## config.mk

```make
export PLATFORM = sky130hd
export DESIGN_NAME = mem_port_arbiter_flat
export DESIGN_NICKNAME = d
export VERILOG_FILES = /design/src/rtl/mem_port_arbiter_if.sv /design/src/rtl/mem_port_arbiter.sv /design/src/flat_wrapper.sv
export SDC_FILE = /design/constraint.sdc
export NUM_CORES = 1
export LEC_CHECK = 0
export BUFFER_PORTS_ARGS = -buffer_cell sky130_fd_sc_hd__buf_2
export CORE_UTILIZATION = 46
export CTS_BUF_LIST = sky130_fd_sc_hd__clkbuf_8 sky130_fd_sc_hd__clkbuf_16
export CTS_CLUSTER_DIAMETER = 60
export DETAILED_ROUTE_END_ITERATION = 7
export PLACE_DENSITY_LB_ADDON = 0.2
export RECOVER_POWER = 100
export SYNTH_ARGS = -nofsm -noshare
export SYNTH_HDL_FRONTEND = slang
export SYNTH_SLANG_ARGS = --single-unit
```

## constraint.sdc

```tcl
create_clock -name clk -period 5.1 [get_ports clk]
set_input_delay 1.02 -clock clk [delete_from_list [all_inputs] [get_ports clk]]
set_output_delay 1.02 -clock clk [all_outputs]
set_load 0.005 [all_outputs]
```

## src/rtl/mem_port_arbiter_if.sv

```systemverilog
// -----------------------------------------------------------------------------
// mem_port_arbiter_if
// Bundles the fetch (IF), load/store (DM) and memory-macro signals of the
// unified memory port arbiter.
//   slave  : arbiter view (takes requests and mem_rdata, drives grants,
//            valids, read data and the memory command)
//   master : environment view (CPU datapath + memory macro)
// Parameters: AW address width, DW data width.
// -----------------------------------------------------------------------------
interface mem_port_arbiter_if #(
    parameter int unsigned AW = 32,
    parameter int unsigned DW = 32
);
    // Instruction-fetch side
    logic          if_req;
    logic [AW-1:0] if_addr;
    logic          if_gnt;
    logic          if_valid;
    logic [DW-1:0] if_rdata;
    // Load/store side
    logic          dm_req;
    logic          dm_we;
    logic [AW-1:0] dm_addr;
    logic [DW-1:0] dm_wdata;
    logic          dm_gnt;
    logic          dm_valid;
    logic [DW-1:0] dm_rdata;
    // Memory macro side
    logic          mem_en;
    logic          mem_we;
    logic [AW-1:0] mem_addr;
    logic [DW-1:0] mem_wdata;
    logic [DW-1:0] mem_rdata;

    modport slave (
        input  if_req, if_addr, dm_req, dm_we, dm_addr, dm_wdata, mem_rdata,
        output if_gnt, if_valid, if_rdata, dm_gnt, dm_valid, dm_rdata,
        output mem_en, mem_we, mem_addr, mem_wdata
    );

    modport master (
        output if_req, if_addr, dm_req, dm_we, dm_addr, dm_wdata, mem_rdata,
        input  if_gnt, if_valid, if_rdata, dm_gnt, dm_valid, dm_rdata,
        input  mem_en, mem_we, mem_addr, mem_wdata
    );
endinterface

```

## src/rtl/mem_port_arbiter.sv

```systemverilog
// -----------------------------------------------------------------------------
// mem_port_arbiter
// Shares one single-port memory between the CPU fetch path (IF) and the
// load/store path (DM). One access is outstanding at a time:
// IDLE -> ISSUE -> (WAIT) -> DONE -> IDLE. All outputs are registered.
// Ports:
//   clk   : system clock, rising edge
//   reset : asynchronous, active-high reset
//   bus   : mem_port_arbiter_if.slave (IF/DM req/gnt/valid handshakes and
//           the memory command/read-data bus)
// Parameters: AW, DW widths; MEM_LAT memory read latency (>= 1), counted
//   from the mem_en cycle to the cycle mem_rdata is valid.
// Build option: define DM_PRIORITY_EN for fixed DM-wins-ties priority;
//   default is round-robin tie-break on the last owner.
// -----------------------------------------------------------------------------
module mem_port_arbiter #(
    parameter int unsigned AW      = 32,
    parameter int unsigned DW      = 32,
    parameter int unsigned MEM_LAT = 2
) (
    input logic               clk,
    input logic               reset,
    mem_port_arbiter_if.slave bus
);
    localparam int unsigned LatW = $clog2(MEM_LAT + 1);
    localparam logic OwnIf = 1'b0;
    localparam logic OwnDm = 1'b1;

    typedef enum logic [1:0] {StIdle, StIssue, StWait, StDone} state_e;

    state_e          r_state, w_state_nxt;
    logic            r_owner, w_owner_nxt;
    logic            r_last_owner, w_last_owner_nxt;
    logic [LatW-1:0] r_lat_cnt, w_lat_cnt_nxt;
    logic            r_mem_en, w_mem_en_nxt;
    logic            r_mem_we, w_mem_we_nxt;
    logic [AW-1:0]   r_mem_addr, w_mem_addr_nxt;
    logic [DW-1:0]   r_mem_wdata, w_mem_wdata_nxt;
    logic            r_if_gnt, w_if_gnt_nxt;
    logic            r_if_valid, w_if_valid_nxt;
    logic [DW-1:0]   r_if_rdata, w_if_rdata_nxt;
    logic            r_dm_gnt, w_dm_gnt_nxt;
    logic            r_dm_valid, w_dm_valid_nxt;
    logic [DW-1:0]   r_dm_rdata, w_dm_rdata_nxt;
    logic            w_win_dm;

`ifdef DM_PRIORITY_EN
    assign w_win_dm = bus.dm_req;
`else
    // On a tie the side that did not own the previous access wins.
    assign w_win_dm = bus.dm_req & (~bus.if_req | (r_last_owner == OwnIf));
`endif

    always_comb begin
        w_state_nxt      = r_state;
        w_owner_nxt      = r_owner;
        w_last_owner_nxt = r_last_owner;
        w_lat_cnt_nxt    = r_lat_cnt;
        w_mem_en_nxt     = 1'b0;
        w_mem_we_nxt     = 1'b0;
        w_mem_addr_nxt   = r_mem_addr;
        w_mem_wdata_nxt  = r_mem_wdata;
        w_if_gnt_nxt     = 1'b0;
        w_if_valid_nxt   = 1'b0;
        w_if_rdata_nxt   = r_if_rdata;
        w_dm_gnt_nxt     = 1'b0;
        w_dm_valid_nxt   = 1'b0;
        w_dm_rdata_nxt   = r_dm_rdata;

        unique case (r_state)
            StIdle: begin
                // Command outputs are loaded here so they are live during ISSUE.
                if (bus.if_req || bus.dm_req) begin
                    w_state_nxt  = StIssue;
                    w_owner_nxt  = w_win_dm ? OwnDm : OwnIf;
                    w_mem_en_nxt = 1'b1;
                    if (w_win_dm) begin
                        w_mem_we_nxt    = bus.dm_we;
                        w_mem_addr_nxt  = bus.dm_addr;
                        w_mem_wdata_nxt = bus.dm_wdata;
                        w_dm_gnt_nxt    = 1'b1;
                    end else begin
                        w_mem_addr_nxt  = bus.if_addr;
                        w_if_gnt_nxt    = 1'b1;
                    end
                end
            end
            StIssue: begin
                w_last_owner_nxt = r_owner;
                if (r_mem_we) begin
                    // Only DM can store; completion is immediate.
                    w_state_nxt    = StDone;
                    w_dm_valid_nxt = 1'b1;
                end else begin
                    w_state_nxt   = StWait;
                    w_lat_cnt_nxt = LatW'(MEM_LAT - 1);
                end
            end
            StWait: begin
                if (r_lat_cnt == '0) begin
                    w_state_nxt = StDone;
                    if (r_owner == OwnDm) begin
                        w_dm_rdata_nxt = bus.mem_rdata;
                        w_dm_valid_nxt = 1'b1;
                    end else begin
                        w_if_rdata_nxt = bus.mem_rdata;
                        w_if_valid_nxt = 1'b1;
                    end
                end else begin
                    w_lat_cnt_nxt = r_lat_cnt - 1'b1;
                end
            end
            StDone: begin
                w_state_nxt = StIdle;
            end
            default: begin
                w_state_nxt = StIdle;
            end
        endcase
    end

    always_ff @(posedge clk or posedge reset) begin
        if (reset) begin
            r_state      <= StIdle;
            r_owner      <= OwnIf;
            r_last_owner <= OwnDm;
            r_lat_cnt    <= '0;
            r_mem_en     <= 1'b0;
            r_mem_we     <= 1'b0;
            r_mem_addr   <= '0;
            r_mem_wdata  <= '0;
            r_if_gnt     <= 1'b0;
            r_if_valid   <= 1'b0;
            r_if_rdata   <= '0;
            r_dm_gnt     <= 1'b0;
            r_dm_valid   <= 1'b0;
            r_dm_rdata   <= '0;
        end else begin
            r_state      <= w_state_nxt;
            r_owner      <= w_owner_nxt;
            r_last_owner <= w_last_owner_nxt;
            r_lat_cnt    <= w_lat_cnt_nxt;
            r_mem_en     <= w_mem_en_nxt;
            r_mem_we     <= w_mem_we_nxt;
            r_mem_addr   <= w_mem_addr_nxt;
            r_mem_wdata  <= w_mem_wdata_nxt;
            r_if_gnt     <= w_if_gnt_nxt;
            r_if_valid   <= w_if_valid_nxt;
            r_if_rdata   <= w_if_rdata_nxt;
            r_dm_gnt     <= w_dm_gnt_nxt;
            r_dm_valid   <= w_dm_valid_nxt;
            r_dm_rdata   <= w_dm_rdata_nxt;
        end
    end

    assign bus.if_gnt    = r_if_gnt;
    assign bus.if_valid  = r_if_valid;
    assign bus.if_rdata  = r_if_rdata;
    assign bus.dm_gnt    = r_dm_gnt;
    assign bus.dm_valid  = r_dm_valid;
    assign bus.dm_rdata  = r_dm_rdata;
    assign bus.mem_en    = r_mem_en;
    assign bus.mem_we    = r_mem_we;
    assign bus.mem_addr  = r_mem_addr;
    assign bus.mem_wdata = r_mem_wdata;
endmodule
```

## src/flat_wrapper.sv

```systemverilog
// flat-port wrapper written by rule: the top's interface ports become plain ports
module mem_port_arbiter_flat 
#(
    parameter int unsigned AW      = 32,
    parameter int unsigned DW      = 32,
    parameter int unsigned MEM_LAT = 2
)
  (clk, reset, bus_if_req, bus_if_addr, bus_dm_req, bus_dm_we, bus_dm_addr, bus_dm_wdata, bus_mem_rdata, bus_if_gnt, bus_if_valid, bus_if_rdata, bus_dm_gnt, bus_dm_valid, bus_dm_rdata, bus_mem_en, bus_mem_we, bus_mem_addr, bus_mem_wdata);
  mem_port_arbiter_if #(.AW(AW), .DW(DW)) bus_i ();
  input logic clk;
  input logic reset;
  input wire logic [$bits(bus_i.if_req)-1:0] bus_if_req;
  input wire logic [$bits(bus_i.if_addr)-1:0] bus_if_addr;
  input wire logic [$bits(bus_i.dm_req)-1:0] bus_dm_req;
  input wire logic [$bits(bus_i.dm_we)-1:0] bus_dm_we;
  input wire logic [$bits(bus_i.dm_addr)-1:0] bus_dm_addr;
  input wire logic [$bits(bus_i.dm_wdata)-1:0] bus_dm_wdata;
  input wire logic [$bits(bus_i.mem_rdata)-1:0] bus_mem_rdata;
  output wire logic [$bits(bus_i.if_gnt)-1:0] bus_if_gnt;
  output wire logic [$bits(bus_i.if_valid)-1:0] bus_if_valid;
  output wire logic [$bits(bus_i.if_rdata)-1:0] bus_if_rdata;
  output wire logic [$bits(bus_i.dm_gnt)-1:0] bus_dm_gnt;
  output wire logic [$bits(bus_i.dm_valid)-1:0] bus_dm_valid;
  output wire logic [$bits(bus_i.dm_rdata)-1:0] bus_dm_rdata;
  output wire logic [$bits(bus_i.mem_en)-1:0] bus_mem_en;
  output wire logic [$bits(bus_i.mem_we)-1:0] bus_mem_we;
  output wire logic [$bits(bus_i.mem_addr)-1:0] bus_mem_addr;
  output wire logic [$bits(bus_i.mem_wdata)-1:0] bus_mem_wdata;
  assign bus_i.if_req = bus_if_req;
  assign bus_i.if_addr = bus_if_addr;
  assign bus_i.dm_req = bus_dm_req;
  assign bus_i.dm_we = bus_dm_we;
  assign bus_i.dm_addr = bus_dm_addr;
  assign bus_i.dm_wdata = bus_dm_wdata;
  assign bus_i.mem_rdata = bus_mem_rdata;
  assign bus_if_gnt = bus_i.if_gnt;
  assign bus_if_valid = bus_i.if_valid;
  assign bus_if_rdata = bus_i.if_rdata;
  assign bus_dm_gnt = bus_i.dm_gnt;
  assign bus_dm_valid = bus_i.dm_valid;
  assign bus_dm_rdata = bus_i.dm_rdata;
  assign bus_mem_en = bus_i.mem_en;
  assign bus_mem_we = bus_i.mem_we;
  assign bus_mem_addr = bus_i.mem_addr;
  assign bus_mem_wdata = bus_i.mem_wdata;
  mem_port_arbiter #(.AW(AW), .DW(DW), .MEM_LAT(MEM_LAT)) u_core (.clk(clk), .reset(reset), .bus(bus_i));
endmodule
```

==> results of run 1 <==
sequential cells by signal, summed over array words and instances, names as in the netlist, 2 cells and up:
register,flops
u_core.r_lat_cnt,2
u_core.r_state,2
u_core.bus.if_rdata,32
u_core.bus.mem_addr,32
u_core.bus.mem_wdata,32
u_core.bus.dm_rdata,32
per-layer routing:
layer	GRT usage, %	wire length, microns	vias to the layer above
met2	39.8	6940	182
met4	10.2	255	0
met1	27.3	5390	2090
met5	0	0	-
li1	-	-	1987
met3	5.82	894	22
critical path: stages:
cell and delay (ps):
sky130_fd_sc_hd__clkbuf_1 140, sky130_fd_sc_hd__a21boi_4 730, sky130_fd_sc_hd__nand2_1 1050, sky130_fd_sc_hd__mux2_1 660
kinds of logic after synthesis:
group / after synthesis / synth area share (%)
flops: 140 / 63.5
mux: 98 / 20.0
simple gates: 80 / 5.92
compound gates: 73 / 7.23
buf+inv: 28 / 2.47
fa+ha+maj: 4 / 0.907
cell usage in the layout (no fill, tap or decap):
cell type,synthesis,routed
sky130_fd_sc_hd__bufinv_16,0,3
sky130_fd_sc_hd__a21oi_1,66,66
sky130_fd_sc_hd__ha_1,4,4
sky130_fd_sc_hd__clkinv_2,0,3
sky130_fd_sc_hd__inv_6,0,1
sky130_fd_sc_hd__clkinvlp_4,0,5
sky130_fd_sc_hd__buf_4,0,2
sky130_fd_sc_hd__o2bb2ai_1,1,1
sky130_fd_sc_hd__nor2_2,1,1
sky130_fd_sc_hd__nand3_1,3,3
sky130_fd_sc_hd__clkbuf_16,0,17
sky130_fd_sc_hd__clkinv_4,0,3
sky130_fd_sc_hd__mux2_1,45,45
sky130_fd_sc_hd__nand2_1,36,37
sky130_fd_sc_hd__nand2b_1,1,1
sky130_fd_sc_hd__a21boi_4,1,1
sky130_fd_sc_hd__buf_2,7,197
sky130_fd_sc_hd__clkbuf_8,0,1
sky130_fd_sc_hd__nor2_1,35,35
sky130_fd_sc_hd__dfrtp_1,139,139
sky130_fd_sc_hd__dfstp_2,1,1
sky130_fd_sc_hd__and4_1,1,1
sky130_fd_sc_hd__a21bo_2,1,1
sky130_fd_sc_hd__o21ai_0,0,1
sky130_fd_sc_hd__inv_1,6,6
sky130_fd_sc_hd__mux2_2,53,53
sky130_fd_sc_hd__clkbuf_1,11,71
sky130_fd_sc_hd__nor2b_1,1,1
sky130_fd_sc_hd__a31oi_1,1,1
sky130_fd_sc_hd__and3_1,1,1
sky130_fd_sc_hd__a21boi_0,1,1
sky130_fd_sc_hd__o22a_1,1,1
through the flow:
step / utilization (%) / power, mW
after floorplan: - / 2.74
after global placement: 60.1 / 3.43
after detailed placement: 60.1 / 3.51
after CTS: 65.4 / 4.78
after global routing: 64.5 / 4.98
final: 64.5 / 4.67
power groups by stage:
| stage | sequential, mW | combinational (mW) | clock [mW] |
|---|---|---|---|
| 5_1_grt | 2.00 | 1.66 | 1.32 |
| 2_1_floorplan | 1.98 | 0.766 | 0 |
| 3_3_place_gp | 1.91 | 1.52 | 0 |
| 6_report | 1.93 | 1.49 | 1.25 |
| 4_1_cts | 1.93 | 1.58 | 1.27 |
| 3_5_place_dp | 1.93 | 1.58 | 0 |
final timing paths:
check | startpoint | to | slack [ps]
setup / recovery | bus_if_req | u_core.bus.mem_wdata[6] | 1750
hold / removal | u_core.bus.if_rdata[13] | u_core.bus.if_rdata[13] | 480
setup reg to reg | u_core.r_last_owner | u_core.bus.mem_wdata[6] | 2140
hold reg to reg | u_core.bus.if_rdata[13] | u_core.bus.if_rdata[13] | 480
max in group asynchronous | reset | u_core.bus.if_rdata[7] | 2460
min in group asynchronous | reset | u_core.bus.if_rdata[19] | 1290
layout make-up:
cell class / count / area share, %
Clock inverter: 14 / 2.28
Multi-Input combinational cell: 255 / 25.0
Timing Repair Buffer: 270 / 17.0
Tap cell: 143 / 2.40
Inverter: 7 / 0.403
Clock buffer: 18 / 5.89
Sequential cell: 140 / 47.0
==> results.json, run 1 <==
{
  "violated_checks": "design-rule violations, max-capacitance violations, max-slew violations",
  "worst_hold_path_type": "reg -> reg",
  "critPathLaunchType": "input pin",
  "place.detailed.instances": 815,
  "grt.overflow.total": 0,
  "status": "finished with violations",
  "std_cell_rows": 39,
  "effective_utilization_at_floorplan_pct": 47.7,
  "stdcell_area_sq_mm": 0.00746,
  "grt_pass1_wl_microns": 22200,
  "final_hold_viol_count": 0,
  "drive_above_1_share_pct": 41.1,
  "synth_fp_nets": 560,
  "ys_top_cells_by_area": "sky130_fd_sc_hd__dfrtp_1 (63%), sky130_fd_sc_hd__mux2_2 (11%), sky130_fd_sc_hd__mux2_1 (9.2%)",
  "postCtsSetupRepairBufs": 0,
  "insertedDiodeCount": 0,
  "clock_latency_of_the_later_clocked_register_in_the_worst_skew_pair_ps": 410,
  "tritoncts": "yes",
  "cellLeakagePower_nw": 3.63,
  "vdd_ir_drop_max_uv": 354,
  "hold-worst-slack_ps": 481,
  "netSwitchingPower_mw": 1.47,
  "number_of_global_route_vias_before_repair": 4442,
  "ctsRootBufferMaster": "sky130_fd_sc_hd__clkbuf_16",
  "netlist_area_sq_mm": 0.00552,
  "period_share_pct": 65.6,
  "cts_made_buffers": 17,
  "post_synth_inst_count": 423,
  "place_area_sq_mm": 0.00696,
  "ys_dominant_reg_cell": "sky130_fd_sc_hd__dfrtp_1",
  "cell_types_with_the_highest_counts_after_synthesis": "sky130_fd_sc_hd__dfrtp_1 (139), sky130_fd_sc_hd__a21oi_1 (66), sky130_fd_sc_hd__mux2_2 (53), sky130_fd_sc_hd__mux2_1 (45), sky130_fd_sc_hd__nand2_1 (36)",
  "die_area_sq_mm": 0.0124,
  "worst_clock_skew_ps": 5.59,
  "criticalPathCategory": "in -> reg",
  "horizontal_die_dimension_microns": 112,
  "final_critical_path_setup_slack_ps": 1750,
  "final_cell_count_no_fill": 847,
  "drt.antenna.violating_nets": 0,
  "ctsHoldBuffers": 0,
  "pwr-share-seq_pct": 41.4,
  "cts.path.max_buffers": 2,
  "post_synth_num_cell_types": 27,
  "num_vias": 4281,
  "report.final.slew_viol_count": 176,
  "number_of_synthesized_flops_with_an_enable_pin": 0,
  "hold-path-cell-count": 1,
  "fill_cells": 957,
  "rsz0062_at_grt": "no",
  "netlist.area_leader.share_pct": 63.0,
  "maxCapViolCount": 3,
  "setup_tns_ps": 0,
  "core_area_sq_mm": 0.0116,
  "power_frac_clock_pct": 26.8,
  "setup_viol": 0,
  "power.density_cell_area_mw_per_mm2": 626,
  "post_synthesis_sequential_area_ratio_pct": 63.5,
  "avgViaCountPerCell": 5.05,
  "finalCriticalPeriod_ps": 3350,
  "postSynthAreaPerCell_sq_um": 13.1,
  "grt_antenna_before_repair": 0,
  "multi_input_gate_area_sq_mm": 0.00187,
  "area_leader_netlist": "sky130_fd_sc_hd__dfrtp_1",
  "htree_num_levels": 4,
  "cp_max_fo": 35,
  "detail_route.wirelength_microns": 13500,
  "first_iter_violations": 237,
  "crit_path_end_kind": "flop",
  "area_growth_syn_to_layout_pct": 35.1,
  "arrival_ps": 3620,
  "timing.critical_path.required_ps": 5380,
  "synth_warnings": 0,
  "seq_area_sq_mm": 0.00350,
  "nNetsFinal": 828,
  "detail_route.drc_violations": 15,
  "achievable-frequency_mhz": 299,
  "grtUsageTotal_pct": 23.1,
  "largest_net_degree_at_the_start_of_global_routing": 108,
  "internal_power_component_mw": 3.20,
  "post_cts_resized": 0,
  "reg2regPathDepth": 3,
  "gp_congestion": 0.816,
  "post_drt_wl_per_cell_microns": 15.9,
  "p_sw_share_pct": 31.6,
  "number_of_storage_elements_in_the_synthesis_netlist": 140,
  "tightest_slew_ps": 2220,
  "tritoncts_num_sinks": 140,
  "synthMostInstantiatedCell": "sky130_fd_sc_hd__dfrtp_1",
  "boundaryPins": 267,
  "post_detailed_placement_half_perimeter_wirelength_microns": 9530,
  "combinationalPowerShare_pct": 31.8,
  "proportion_of_synthesized_flip_flops_having_asynchronous_set_or_reset_pct": 100,
  "first_pass_iters": 7,
  "slew-limit-headroom_pct": -48.2,
  "port_buffers": 266,
  "chipHeight_microns": 112,
  "place_ws_ps": 2110,
  "clkTransAtPathRegs_ps": 60
}
Note: power is estimated with default switching activity, not from simulation.
==> run 2: changes to the inputs <==
==> constraint.sdc (replaced) <==
create_clock -name clk -period 3.1 [get_ports clk]
set_input_delay 0.62 -clock clk [delete_from_list [all_inputs] [get_ports clk]]
set_output_delay 0.62 -clock clk [all_outputs]
set_load 0.005 [all_outputs]
==> run 2 against run 1 <==
Compared with the run above: the flow still finishes with violations (design-rule violations, max-capacitance violations, max-slew violations); flip-flop and latch count stayed put; non-clock buffer count is 3 higher; clock skew is 1.7 ps higher; largest power group unchanged; highest routed layer unchanged.
==> results.json, run 2 (synthesis gave the netlist of run 1 again) <==
{
  "achievable-frequency_mhz": 448,
  "fill_cells": 942,
  "cts.path.max_buffers": 2,
  "vdd_ir_drop_max_uv": 435,
  "rsz0062_at_grt": "no",
  "timing.critical_path.required_ps": 3440,
  "hold_path_end": "u_core.bus.mem_wdata[9]",
  "grtUsageTotal_pct": 22.7,
  "boundaryPins": 267,
  "post_cts_resized": 0,
  "nNetsFinal": 831,
  "period_share_pct": 71.9,
  "report.final.slew_viol_count": 35,
  "first_iter_violations": 229,
  "crit_path_end_kind": "flop",
  "num_vias": 4289,
  "cell_chain_of_the_critical_path": "a21boi_4, clkbuf_1, a21oi_1, a21oi_1",
  "tritoncts_num_sinks": 140,
  "postCtsSetupRepairBufs": 0,
  "drt.antenna.violating_nets": 0,
  "port_buffers": 266,
  "setup_tns_ps": 0,
  "worstReg2RegStart": "u_core.r_last_owner",
  "hold_path.startpoint": "bus_dm_wdata[9]",
  "worst_hold_path_type": "in -> reg",
  "cp_max_fo": 34,
  "effective_utilization_at_floorplan_pct": 47.7,
  "drive_above_1_share_pct": 42.0,
  "avgViaCountPerCell": 5.05,
  "status": "finished with violations",
  "chipHeight_microns": 112,
  "area_growth_syn_to_layout_pct": 35.4,
  "clkTransAtPathRegs_ps": 60,
  "cellLeakagePower_nw": 3.66,
  "htree_num_levels": 4,
  "grt_pass1_wl_microns": 21700,
  "horizontal_die_dimension_microns": 112,
  "post_drt_wl_per_cell_microns": 15.8,
  "worst_clock_skew_ps": 7.25,
  "first_pass_iters": 6,
  "clock_latency_of_the_later_clocked_register_in_the_worst_skew_pair_ps": 420,
  "cts_made_buffers": 17,
  "crit_path_max_incr_delay_ps": 1130,
  "worstReg2RegEnd": "u_core.bus.mem_addr[1]",
  "grt_antenna_before_repair": 0,
  "hold-path-cell-count": 2,
  "finalCriticalPeriod_ps": 2230,
  "critical_path.top_delay_family": "buffers and inverters",
  "reg2regPathDepth": 4,
  "power.density_cell_area_mw_per_mm2": 1020,
  "core_area_sq_mm": 0.0116,
  "cpMostUsedCell": "sky130_fd_sc_hd__a21oi_1",
  "cpMaxStageDelayCell": "sky130_fd_sc_hd__clkbuf_1",
  "grt.overflow.total": 0,
  "hold-worst-slack_ps": 412,
  "maxCapViolCount": 1,
  "die_area_sq_mm": 0.0124,
  "violated_checks": "design-rule violations, max-capacitance violations, max-slew violations",
  "number_of_global_route_vias_before_repair": 4379,
  "critical_path_buf_inv_count": 1,
  "r2r_slack_ps": 870,
  "criticalPathCategory": "reg -> reg",
  "insertedDiodeCount": 0,
  "gp_congestion": 0.792,
  "final_hold_viol_count": 0,
  "setup_viol": 0,
  "ctsRootBufferMaster": "sky130_fd_sc_hd__clkbuf_16",
  "largest_net_degree_at_the_start_of_global_routing": 48,
  "ctsHoldBuffers": 0,
  "power_mw": 7.59,
  "slew-limit-headroom_pct": -2.14,
  "critPathLaunchType": "flop",
  "post_detailed_placement_half_perimeter_wirelength_microns": 9710,
  "layout_common_cells": "sky130_fd_sc_hd__buf_2 (201), sky130_fd_sc_hd__dfrtp_1 (139), sky130_fd_sc_hd__a21oi_1 (66), sky130_fd_sc_hd__clkbuf_1 (66), sky130_fd_sc_hd__mux2_2 (53)",
  "detail_route.wirelength_microns": 13400,
  "std_cell_rows": 39,
  "tightest_slew_ps": 1530,
  "tritoncts": "yes",
  "arrival_ps": 2570,
  "layout_commonest_cell": "sky130_fd_sc_hd__buf_2",
  "detail_route.drc_violations": 16
}
[run 2: area by class of cell]
class	instances	area [sq um]	area share, %
flip-flops and latches	140	3500	46.9
multi-input cells	255	1880	25.2
repair buffers	273	1300	17.4
clock buffers	19	453	6.06
well taps	143	179	2.39
clock inverters	13	125	1.67
inverters	7	27.5	0.368
[run 2: stage by stage]
step	std cells	setup slack (ps)	cell area [sq um]	utilization, %
floorplan	423	732	5520	-
global route	850	617	7470	64.6
global placement	818	1240	7000	60.5
finish	850	870	7470	64.6
detailed placement	818	1180	7000	60.5
CTS	850	1270	7580	65.5
[run 2: worst register-to-register path: stages (launching register included)]
cell,delay (ps)
sky130_fd_sc_hd__dfstp_1,400
sky130_fd_sc_hd__a21boi_4,180
sky130_fd_sc_hd__clkbuf_1,1130
sky130_fd_sc_hd__a21oi_1,240
sky130_fd_sc_hd__a21oi_1,200
[run 2: worst max-delay path by stage]
stage,depth (start not counted),start,to
after floorplan,1,reset,u_core.bus.dm_gnt
after global placement,5,bus_if_req,u_core.bus.mem_addr[12]
after detailed placement,5,bus_if_req,u_core.bus.mem_addr[0]
after CTS,6,u_core.r_state[0],u_core.bus.mem_addr[0]
after global routing,3,reset,u_core.bus.dm_rdata[3]
final,4,u_core.r_last_owner,u_core.bus.mem_addr[1]
[run 2: where the power goes]
group	total (mW)	internal (mW)	switching (mW)
clock network	1.96	1.21	0.749
registers	3.19	2.73	0.460
logic	2.44	1.24	1.20
total	7.59	5.18	2.41
[run 2: per-layer routing]
metal	GRT usage, %	share of wire, %
met4	9.73	2.3
met2	39.0	51
met5	0	0
met1	26.1	39
met3	7.19	7.7
==> run 3: changes to the inputs <==
--- a/config.mk
+++ b/config.mk
@@ -5,8 +5,9 @@
 export SDC_FILE = /design/constraint.sdc
 export NUM_CORES = 1
 export LEC_CHECK = 0
+export ABC_AREA = 1
 export BUFFER_PORTS_ARGS = -buffer_cell sky130_fd_sc_hd__buf_2
-export CORE_UTILIZATION = 46
+export CORE_UTILIZATION = 47
 export CTS_BUF_LIST = sky130_fd_sc_hd__clkbuf_8 sky130_fd_sc_hd__clkbuf_16
 export CTS_CLUSTER_DIAMETER = 60
 export DETAILED_ROUTE_END_ITERATION = 7
==> constraint.sdc (replaced) <==
create_clock -name clk -period 2.3 [get_ports clk]
set_input_delay 0.46 -clock clk [delete_from_list [all_inputs] [get_ports clk]]
set_output_delay 0.46 -clock clk [all_outputs]
set_load 0.005 [all_outputs]
==> run 3 against run 2 <==
Compared with the run above: the flow finishes with violations (max-capacitance violations, max-slew violations); sequential share of layout area decreased by 2.4 points; via count increased by 24%; clock power increased by 44%; flip-flop and latch count unchanged; critical path type unchanged; largest power group unchanged.
==> results.json, run 3 <==
{
  "status": "finished with violations",
  "violated_checks": "max-capacitance violations, max-slew violations",
  "clock_latency_of_the_later_clocked_register_in_the_worst_skew_pair_ps": 410,
  "place_ws_ps": 596,
  "vdd_ir_drop_max_uv": 841,
  "boundaryPins": 267,
  "chipHeight_microns": 114,
  "crit_path_end_kind": "flop",
  "netSwitchingPower_mw": 3.72,
  "first_iter_violations": 333,
  "timing.critical_path.required_ps": 2560,
  "detail_route.wirelength_microns": 14900,
  "setup_tns_ps": 0,
  "internal_power_component_mw": 6.89,
  "post_drt_wl_per_cell_microns": 13.0,
  "effective_utilization_at_floorplan_pct": 48.8,
  "avgViaCountPerCell": 4.64,
  "combinationalPowerShare_pct": 32.6,
  "port_buffers": 266,
  "num_vias": 5337,
  "area_growth_syn_to_layout_pct": 32.6,
  "cell_chain_of_the_critical_path": "inv_1, ha_1, nand2_1, inv_1, nand2_2, clkbuf_4, o21ai_0",
  "grt_pass1_wl_microns": 24400,
  "r2r_slack_ps": 520,
  "layout_common_cells": "sky130_fd_sc_hd__nand2_1 (270), sky130_fd_sc_hd__buf_2 (180), sky130_fd_sc_hd__dfrtp_1 (139)",
  "worstReg2RegStart": "u_core.r_state[0]",
  "crit_path_max_incr_delay_ps": 520,
  "post_cts_resized": 0,
  "rsz0062_at_grt": "no",
  "grt_antenna_before_repair": 0,
  "detail_route.wirelength.met1_microns": 6270,
  "ys_top_cells_by_area": "sky130_fd_sc_hd__dfrtp_1 (59%), sky130_fd_sc_hd__nand2_1 (17%), sky130_fd_sc_hd__inv_1 (6.8%)",
  "post_detailed_placement_half_perimeter_wirelength_microns": 10300,
  "criticalPathCategory": "reg -> reg",
  "wl_met3_microns": 1110,
  "grt.overflow.total": 0,
  "tritoncts_num_sinks": 140,
  "period_share_pct": 77.6,
  "grtUsageTotal_pct": 24.0,
  "finalCriticalPeriod_ps": 1780,
  "area_leader_netlist": "sky130_fd_sc_hd__dfrtp_1",
  "cts.path.max_buffers": 2,
  "postCtsSetupRepairBufs": 0,
  "report.final.slew_viol_count": 68,
  "synth_warnings": 0,
  "slew-limit-headroom_pct": -8.63,
  "drive_above_1_share_pct": 23.3,
  "cp_max_fo": 65,
  "largest_net_degree_at_the_start_of_global_routing": 74,
  "final_hold_viol_count": 0,
  "detail_route.drc_violations": 0,
  "worstSetupStartpoint": "u_core.r_state[0]",
  "arrival_ps": 2040,
  "worst_clock_skew_ps": 7.43,
  "cellLeakagePower_nw": 4.55,
  "post_synth_num_cell_types": 21,
  "layout_commonest_cell": "sky130_fd_sc_hd__nand2_1",
  "post_synthesis_sequential_area_ratio_pct": 59.0,
  "critPathLaunchType": "flop",
  "final_critical_path_setup_slack_ps": 515,
  "tightest_slew_ps": 1630,
  "highest-signal-layer": "met4",
  "worstReg2RegEnd": "u_core.bus.if_rdata[12]",
  "ctsHoldBuffers": 0,
  "synthMostInstantiatedCell": "sky130_fd_sc_hd__nand2_1",
  "std_cell_rows": 40,
  "post_synth_inst_count": 710,
  "number_of_storage_elements_in_the_synthesis_netlist": 140,
  "reg2regPathDepth": 7,
  "proportion_of_synthesized_flip_flops_having_asynchronous_set_or_reset_pct": 100,
  "die_area_sq_mm": 0.0131,
  "htree_num_levels": 4,
  "horizontal_die_dimension_microns": 114,
  "gp_congestion": 0.790,
  "maxCapViolCount": 1,
  "ys_dominant_reg_cell": "sky130_fd_sc_hd__dfrtp_1",
  "netlist_area_sq_mm": 0.00594,
  "p_sw_share_pct": 35.1,
  "cpMaxStageDelayCell": "sky130_fd_sc_hd__clkbuf_4",
  "worst_hold_path_type": "in -> async",
  "core_area_sq_mm": 0.0122,
  "netlist.area_leader.share_pct": 58.6,
  "met2WireLength_microns": 7140,
  "power_frac_clock_pct": 26.6,
  "synth_fp_nets": 847,
  "nNetsFinal": 1105,
  "tritoncts": "yes",
  "cts_made_buffers": 17,
  "pwr-share-seq_pct": 40.8,
  "postSynthAreaPerCell_sq_um": 8.37,
  "number_of_global_route_vias_before_repair": 5153,
  "clkTransAtPathRegs_ps": 60,
  "number_of_synthesized_flops_with_an_enable_pin": 0,
  "insertedDiodeCount": 0,
  "cell_types_with_the_highest_counts_after_synthesis": "sky130_fd_sc_hd__nand2_1 (272), sky130_fd_sc_hd__dfrtp_1 (139), sky130_fd_sc_hd__inv_1 (108), sky130_fd_sc_hd__nand3_1 (68), sky130_fd_sc_hd__o21ai_0 (67)",
  "cpMostUsedCell": "sky130_fd_sc_hd__inv_1",
  "setup_viol": 0,
  "first_pass_iters": 5,
  "achievable-frequency_mhz": 560,
  "drt.antenna.violating_nets": 0,
  "power.density_cell_area_mw_per_mm2": 1350,
  "ctsRootBufferMaster": "sky130_fd_sc_hd__clkbuf_16"
}
run 3: changes by cell type in the layout (fill, tap and decap cells not counted), moves of 19 or more:
cell | before | now
sky130_fd_sc_hd__nor2_1 | 35 | 4
sky130_fd_sc_hd__clkbuf_1 | 66 | 85
sky130_fd_sc_hd__o21ai_0 | 0 | 67
sky130_fd_sc_hd__inv_1 | 7 | 109
sky130_fd_sc_hd__a21oi_1 | 66 | 3
sky130_fd_sc_hd__nand2_1 | 36 | 270
sky130_fd_sc_hd__mux2_1 | 45 | 0
sky130_fd_sc_hd__nand3_1 | 3 | 69
sky130_fd_sc_hd__buf_2 | 201 | 180
sky130_fd_sc_hd__mux2_2 | 53 | 0
run 3: worst max-delay path: cells and delay by family (launching register included):
kind | cells | cell delay (ps)
AO/OA/AOI/OAI | 1 | 180
adder cells (fa/ha/maj) | 1 | 230
buffers and inverters | 3 | 680
flip-flops | 1 | 390
AND/OR/NAND/NOR | 2 | 140
run 3: how the worst max path moves through the flow:
stage	slack, ps	to	cells past startpoint
4_1_cts	660	u_core.bus.mem_addr[12]	7
5_1_grt	290	u_core.bus.mem_addr[14]	3
6_report	520	u_core.bus.if_rdata[12]	7
3_5_place_dp	600	u_core.bus.mem_wdata[20]	6
2_1_floorplan	90	u_core.bus.dm_gnt	1
3_3_place_gp	640	u_core.bus.mem_wdata[10]	6
run 3: routing by layer:
metal  global-route usage, %  vias up
met1                    28.9     2417
li1                        -     2664
met5                       0        -
met3                    6.72       29
met4                    10.6        0
met2                    40.3      227
run 3: cell type report:
type                    instances  area, sq um
flip-flops and latches        140         3500
fillers                      1137         4290
repair buffers                275         1300
inverters                     111          420
clock buffers                  21          480
clock inverters                11          140
multi-input cells             423         1820
well taps                     168          210
run 3: cell families (layout without fill, tap and decap cells):
group	count (synthesis)	count (layout)	synth area share, %
flip-flops	140	140	59.0
adder cells (fa/ha/maj)	4	4	0.842
AO/OA/AOI/OAI	71	71	6.02
buffers and inverters	147	418	10.3
AND/OR/NAND/NOR	348	348	23.9
run 3: power by group through the flow:
stage | registers, mW | clock network, mW | logic, mW
global route | 4.47 | 2.97 | 4.00
floorplan | 4.40 | 0 | 1.87
global placement | 4.30 | 0 | 3.63
CTS | 4.31 | 2.87 | 3.75
finish | 4.33 | 2.82 | 3.46
detailed placement | 4.30 | 0 | 3.75
run 3: stage by stage:
stage | util [%] | hold WS, ps | std cells | total power [mW] | area (sq um)
global route | 64.8 | 186 | 1149 | 11.4 | 7880
CTS | 66.1 | 187 | 1149 | 10.9 | 8040
floorplan | - | 453 | 710 | 6.27 | 5940
finish | 64.8 | 143 | 1149 | 10.6 | 7880
global placement | 61.0 | 456 | 1117 | 7.93 | 7410
detailed placement | 61.0 | 460 | 1117 | 8.05 | 7410
